## config.mk

```make
export PLATFORM = sky130hd
export DESIGN_NAME = seq_shift_unit_flat
export DESIGN_NICKNAME = d
export VERILOG_FILES = /design/src/rtl/shift_pkg.sv /design/src/rtl/seq_shift_unit_if.sv /design/src/rtl/shift_step.sv /design/src/rtl/seq_shift_unit.sv /design/src/flat_wrapper.sv
export SDC_FILE = /design/constraint.sdc
export NUM_CORES = 1
export LEC_CHECK = 0
export BUFFER_PORTS_ARGS = -buffer_cell sky130_fd_sc_hd__buf_2
export CORE_AREA = 2 2 39 41
export DETAILED_ROUTE_END_ITERATION = 6
export DIE_AREA = 0 0 41 43
export PLACE_DENSITY_LB_ADDON = 0.2
export SYNTH_ARGS = -nofsm -noshare
export SYNTH_HDL_FRONTEND = slang
export SYNTH_HIERARCHICAL = 1
export SYNTH_SLANG_ARGS = --single-unit
```

## constraint.sdc

```tcl
create_clock -name clk -period 1.65 [get_ports clk]
set_input_delay 0.165 -clock clk [delete_from_list [all_inputs] [get_ports clk]]
set_output_delay 0.165 -clock clk [all_outputs]
set_load 0.02 [all_outputs]
```

## src/rtl/shift_pkg.sv

```systemverilog
// shift_pkg: shared state encoding and command constants for the sequential shifter.
// Rev 1.0
`default_nettype none

package shift_pkg;

   typedef enum logic [1:0] {
      IDLE  = 2'd0,
      SHIFT = 2'd1,
      DONE  = 2'd2
   } shift_state_t;

   localparam logic SEL_SHIFT  = 1'b0;
   localparam logic SEL_ROTATE = 1'b1;
   localparam logic DIR_RIGHT  = 1'b0;
   localparam logic DIR_LEFT   = 1'b1;

endpackage

`default_nettype wire

```

## src/rtl/seq_shift_unit_if.sv

```systemverilog
// seq_shift_unit_if: operand/command and result handshake bundle.
// Rev 1.0
`default_nettype none

interface seq_shift_unit_if #(
   parameter int WIDTH = 4
) ();
   localparam int SHW = $clog2(WIDTH);

   logic             in_valid;
   logic             in_ready;
   logic             select;
   logic             direction;
   logic [SHW-1:0]   shift_value;
   logic [WIDTH-1:0] din;
   logic             out_valid;
   logic             out_ready;
   logic [WIDTH-1:0] dout;

   modport master (
      output in_valid, select, direction, shift_value, din, out_ready,
      input  in_ready, out_valid, dout
   );

   modport slave (
      input  in_valid, select, direction, shift_value, din, out_ready,
      output in_ready, out_valid, dout
   );
endinterface

`default_nettype wire

```

## src/rtl/shift_step.sv

```systemverilog
// shift_step: combinational one-position logical shift or rotate.
// Rev 1.0
`default_nettype none

module shift_step
   import shift_pkg::*;
#(
   parameter int WIDTH = 4
) (
   input  wire logic [WIDTH-1:0] d,
   input  wire logic             select,
   input  wire logic             direction,
   output logic      [WIDTH-1:0] q
);

   logic fill;

   always_comb begin
      fill = 1'b0;
      q    = d;
      if (direction == DIR_LEFT) begin
         fill = (select == SEL_SHIFT) ? 1'b0 : d[WIDTH-1];
         q    = {d[WIDTH-2:0], fill};
      end else begin
         fill = (select == SEL_ROTATE) ? d[0] : 1'b0;
         q    = {fill, d[WIDTH-1:1]};
      end
   end

endmodule

`default_nettype wire

```

## src/rtl/seq_shift_unit.sv

```systemverilog
// seq_shift_unit: bit-serial shift/rotate engine, one position per clock.
// Rev 1.0
`default_nettype none

module seq_shift_unit
   import shift_pkg::*;
#(
   parameter int WIDTH = 4
) (
   input  wire logic       clk,
   input  wire logic       rst_n,
   seq_shift_unit_if.slave bus
);

   localparam int SHW = $clog2(WIDTH);
   localparam logic [SHW-1:0] CNT_ZERO = '0;
   localparam logic [SHW-1:0] CNT_ONE  = SHW'(1);

   shift_state_t     state_q, state_d;
   logic [WIDTH-1:0] data_q, data_d, step_q;
   logic [SHW-1:0]   cnt_q, cnt_d;
   logic             sel_q, sel_d, dir_q, dir_d;

   shift_step #(.WIDTH(WIDTH)) u_step (
      .d         (data_q),
      .select    (sel_q),
      .direction (dir_q),
      .q         (step_q)
   );

   always_ff @(posedge clk or negedge rst_n) begin
      if (!rst_n) begin
         state_q <= IDLE;
         data_q  <= '0;
         cnt_q   <= '0;
         sel_q   <= 1'b0;
         dir_q   <= 1'b0;
      end else begin
         state_q <= state_d;
         data_q  <= data_d;
         cnt_q   <= cnt_d;
         sel_q   <= sel_d;
         dir_q   <= dir_d;
      end
   end

   // Command fields are captured only on accept, so the producer may change them afterwards.
   always_comb begin
      state_d = state_q;
      data_d  = data_q;
      cnt_d   = cnt_q;
      sel_d   = sel_q;
      dir_d   = dir_q;
      case (state_q)
         IDLE: begin
            if (bus.in_valid) begin
               data_d  = bus.din;
               cnt_d   = bus.shift_value;
               sel_d   = bus.select;
               dir_d   = bus.direction;
               state_d = (bus.shift_value == CNT_ZERO) ? DONE : SHIFT;
            end
         end
         SHIFT: begin
            data_d = step_q;
            cnt_d  = cnt_q - CNT_ONE;
            if (cnt_q == CNT_ONE) begin
               state_d = DONE;
            end
         end
         DONE: begin
            if (bus.out_ready) begin
               state_d = IDLE;
            end
         end
         default: state_d = IDLE;
      endcase
   end

   assign bus.in_ready  = (state_q == IDLE);
   assign bus.out_valid = (state_q == DONE);
   assign bus.dout      = data_q;

endmodule

`default_nettype wire

```

## src/flat_wrapper.sv

```systemverilog
// flat-port wrapper written by rule: the top's interface ports become plain ports
module seq_shift_unit_flat import shift_pkg::*;
#(
   parameter int WIDTH = 4
)
  (clk, rst_n, bus_in_valid, bus_select, bus_direction, bus_shift_value, bus_din, bus_out_ready, bus_in_ready, bus_out_valid, bus_dout);
  seq_shift_unit_if #(.WIDTH(WIDTH)) bus_i ();
  input  wire logic clk;
  input  wire logic rst_n;
  input wire logic [$bits(bus_i.in_valid)-1:0] bus_in_valid;
  input wire logic [$bits(bus_i.select)-1:0] bus_select;
  input wire logic [$bits(bus_i.direction)-1:0] bus_direction;
  input wire logic [$bits(bus_i.shift_value)-1:0] bus_shift_value;
  input wire logic [$bits(bus_i.din)-1:0] bus_din;
  input wire logic [$bits(bus_i.out_ready)-1:0] bus_out_ready;
  output wire logic [$bits(bus_i.in_ready)-1:0] bus_in_ready;
  output wire logic [$bits(bus_i.out_valid)-1:0] bus_out_valid;
  output wire logic [$bits(bus_i.dout)-1:0] bus_dout;
  assign bus_i.in_valid = bus_in_valid;
  assign bus_i.select = bus_select;
  assign bus_i.direction = bus_direction;
  assign bus_i.shift_value = bus_shift_value;
  assign bus_i.din = bus_din;
  assign bus_i.out_ready = bus_out_ready;
  assign bus_in_ready = bus_i.in_ready;
  assign bus_out_valid = bus_i.out_valid;
  assign bus_dout = bus_i.dout;
  seq_shift_unit #(.WIDTH(WIDTH)) u_core (.clk(clk), .rst_n(rst_n), .bus(bus_i));
endmodule
```

Yosys cells after proc, flatten, opt, wreduce, memory -nomap -nowiden
Index checks and enable logic that the tools add are counted.
{ "word_totals": {"ff_bits": 10} }
{ "op_classes": {"n_mux": 12, "addsub": 1, "n_reduce_logical": 6, "eq_ne": 6} }
{ "ops": {"columns": ["op", "count"], "rows": [
  ["two-way mux 2 bit", 5],
  ["two-way mux 4 bit", 2],
  ["case mux 4 bit (2 select lines)", 1],
  ["case mux 2 bit (3 select lines)", 1],
  ["equality test 2 x 1 -> 1 bit, second input constant", 2],
  ["logical NOT 2 bit", 2],
  ["!= test 2 bit, second input constant", 2],
  ["case mux 2 bit (2 select lines)", 1],
  ["AND reduction 2 bit", 2],
  ["AND reduction 3 bit", 1],
  ["equality test 2 bit, second input constant", 1],
  ["two-way mux 1 bit", 2],
  ["!= test 2 x 1 -> 1 bit, second input constant", 1],
  ["nonzero test 2 bit", 1],
  ["subtractor 2 x 1 -> 2 bit, second input constant", 1]
]} }

Depth between registers and ports, before layout
{ "depth": {"ltp_word": 4, "ltp_mapped": 4, "ltp_nobuf": 4} }

Modules after synthesis
Netlist, hierarchy kept.
{ "modules_own_cells": {"columns": ["module", "cells_per_inst", "n_inst", "area_each_um2", "seq_area_each_um2"], "rows": [
  ["seq_shift_unit", 48, 1, 484.2, 250.2],
  ["shift_step", 8, 1, 48.8, 0.0]
]} }

Worst setup path before layout
OpenSTA, ideal clock, no wires.
{ "synth_timing": {"path_kind": "register -> register", "start": "register u_core.state_q[1]", "end": "register u_core.dir_q", "synth_period_minus_slack_ps": 1256, "t_required_ps": 1522, "arrival_time_ps": 1128, "setup_time_ps": 128, "setup_slack_ps": 394, "path_stages_with_launch": 5, "path_cell_list": "dfrtp_1 nand2b_1 buf_2 nor2_1 mux2_1"} }
{ "synth_via": {"elab_chain_len": 2} }
{ "synth_rtl": {"columns": ["element", "line_no", "rtl"], "rows": [
  ["from (decl)", "seq_shift_unit.sv:19", "shift_state_t state_q, state_d;"],
  ["from (signal assigned)", "seq_shift_unit.sv:39", "state_q <= state_d;"],
  ["logical NOT 2 bit", "seq_shift_unit.sv:54", "case (state_q)"],
  ["AND reduction 2 bit (no source line)", null, null],
  ["to (signal assigned)", "seq_shift_unit.sv:43", "dir_q <= dir_d;"],
  ["to (decl)", "seq_shift_unit.sv:22", "logic sel_q, sel_d, dir_q, dir_d;"]
]} }
Every way passes these cells.
A chain may end at the register's enable or synchronous reset.

Worst setup path in the final report
{ "layout_timing": {"start": "register u_core.state_q[1]", "end": "register u_core.sel_q"} }
{ "layout_via": {"elab_chain_len": 2} }
{ "layout_rtl": {"columns": ["element", "line_no", "rtl"], "rows": [
  ["logical NOT 2 bit", "seq_shift_unit.sv:54", null],
  ["AND reduction 2 bit (no source line)", null, null],
  ["to (signal assigned)", "seq_shift_unit.sv:42", "sel_q <= sel_d;"],
  ["to (decl)", "seq_shift_unit.sv:22", null]
]} }
Every way passes these cells.

==> metrics.cfg <==
[clock_tree]
clock-sinks = 10
cts_tree = yes
clk-insertion-delay-late_ns = 0.27
postCtsHoldBufs = 1
post_cts.repair.setup_buffers = 0
numCtsBuffers = 3
clockBufferDepth = 2
clk_pin_slew_ns = 0.07
cts_root_buf = clkbuf_4
htree_levels = 1
cts_resized = 0

[synthesis]
synth-seq-cells = 10
synth.area.top_cells = dfrtp_1, o22ai_1, mux2_1
syn-cell-area_sq_um = 533.0
synth_cells = 56
synth-edff-count = 0
yosys_warnings = 6
synth_area_leader_cell = dfrtp_1
synth_top_area_share = 0.4695
synth.distinct_cells = 17
yosysMostFrequentCell = o22ai_1
syn_nets = 69
synth_flop_cell = dfrtp_1
synth_area_per_cell_sq_um = 9.518
yosys-top-cells-count = o22ai_1, dfrtp_1, a21oi_1
synth-seq-area-share = 0.4695
synth-async-reset-ratio = 1.000

[worst_setup_path]
cp-end-kind = flip-flop
path_max_fanout = 8
cp.required_ns = 1.80
startpoint_type = flip-flop
arrival_ns = 1.55
critPathKind = reg2reg

[sta]
period_needed_ns = 1.395
final-setup-viol-count = 0
maxSlewHeadroom = 0.7940
maxSlewViolCount = 0
tns_ns = 0
hold_ws_ns = 0.1196
fin_skew_ns = 0.007757
fmax_mhz = 716.9
layout_setup_ws_ns = 0.2551
rsz0062_at_grt = false
tightest_slew_ns = 0.3091
fin_crit_sh = 0.8454
hold_viol = 0

[job]
maxCapViolations = 0

[floorplan]
dieArea_sq_mm = 0.001763
top_level_ports = 18
dieWidth_um = 41
start_util = 0.3852
core_area_sq_mm = 0.001384
fp-row-count = 14
fp.dieH_um = 43

[placement]
post-place-ws_ns = 0.2856
place.port_buffers = 17
dpl_cell_area_sq_um = 628.1
dp_hpwl_um = 890.1
placed_cells = 87
place_congestion = 0.6805

[routing]
postRouteAntennaNets = 0
vias = 509
viasPerCell = 5.533
drtPass1Iterations = 4
wl_per_cell_um = 13.35
drc_errors = 0
drt-initial-drc-count = 18
routed_wl_um = 1228

[run_status]
outcome = complete, no violations

[layout]
final_util = 0.4873
synthToLayoutAreaGrowth_pct = 26.53
fin_nets = 90
stdcell_area_sq_um = 674.4
final_cells = 92
antenna_cells = 0
drive_gt1_frac = 0.3026

[global_route]
grt_pass1_vias = 477
antenna_found_initial = 0
grt_overflow = 0
grt.total_usage = 0.1802
grt_max_degree = 11
grt_pass1_wl_um = 2083

[pwr]
pwr_density_cell_mw_per_mm2 = 2011
leakagePower_nw = 0.3177
total_power_mw = 1.356
peakVddDrop_mv = 0.7645

[hold_path]
hp-class = in2reg

-- kinds of logic (layout without fill, tap and decap cells) --
family,count (synthesis),after routing,share of synthesized area
AOI/OAI and AO/OA,21,21,0.2254
and+or+nand+nor,12,12,0.1103
DFF,10,10,0.4695
muxes,6,6,0.1244
buffers and inverters,6,26,0.04694
adders and majority gates,1,1,0.02347
-- power by group --
group | leakage [nW] | internal (mW) | switching [mW] | total, mW
combinational | 0.182 | 0.274 | 0.347 | 0.621
clock | 0.0210 | 0.134 | 0.0872 | 0.221
sequential | 0.115 | 0.369 | 0.145 | 0.514
total | 0.318 | 0.776 | 0.580 | 1.36
-- layout by cell type (no fill, tap or decap), types with 2 or more instances in the layout --
cell type  instances
mux2_1             3
o21ai_0            3
clkbuf_4           3
mux2_2             2
buf_2             17
o22ai_1           11
inv_1              4
dfrtp_1           10
nand2_1            3
nor2_1             4
nand2b_1           2
a21oi_1            6
-- path summary, 6_finish.rpt --
path                                   start            endpoint  slack (ns)  depth (start not counted)
hold reg to reg            u_core/state_q[1]   u_core/state_q[0]        0.49                          1
setup reg to reg           u_core/state_q[1]        u_core/sel_q        0.26                          3
hold / removal                 bus_direction        u_core/dir_q        0.12                          2
min in group asynchronous              rst_n   u_core/state_q[0]        0.28                          2
setup / recovery           u_core/state_q[1]        u_core/sel_q        0.26                          3
max in group asynchronous              rst_n  u_core/bus.dout[2]        1.17                          2
-- state kept, by name, summed over array words and instances, names as in the netlist --
| register | count |
|---|---|
| u_core/state_q | 2 |
| u_core/bus.dout | 4 |
| u_core/sel_q | 1 |
| u_core/dir_q | 1 |
| u_core/cnt_q | 2 |
-- cell type report --
class / instances / area (sq um)
fillers: 147 / 709.4
clock buffers: 4 / 36.28
well taps: 16 / 20.02
repair buffers: 18 / 95.09
flip-flops and latches: 10 / 250.2
multi-input cells: 40 / 257.7
inverters: 4 / 15.01
-- layer usage --
| layer | up-vias | track usage | wire length, um |
|---|---|---|---|
| li1 | 251 | - | - |
| met1 | 238 | 0.2607 | 576 |
| met2 | 16 | 0.2156 | 545 |
| met3 | 4 | 0.05236 | 73 |
| met4 | 0 | 0.1333 | 33 |
| met5 | - | 0 | 0 |
-- worst max-delay path: stages, from the launching register on --
cell,delay [ns]
dfrtp_1,0.41
nand2b_1,0.29
nor2_1,0.22
mux2_1,0.35
No activity file was read; power rests on OpenSTA's default activity.
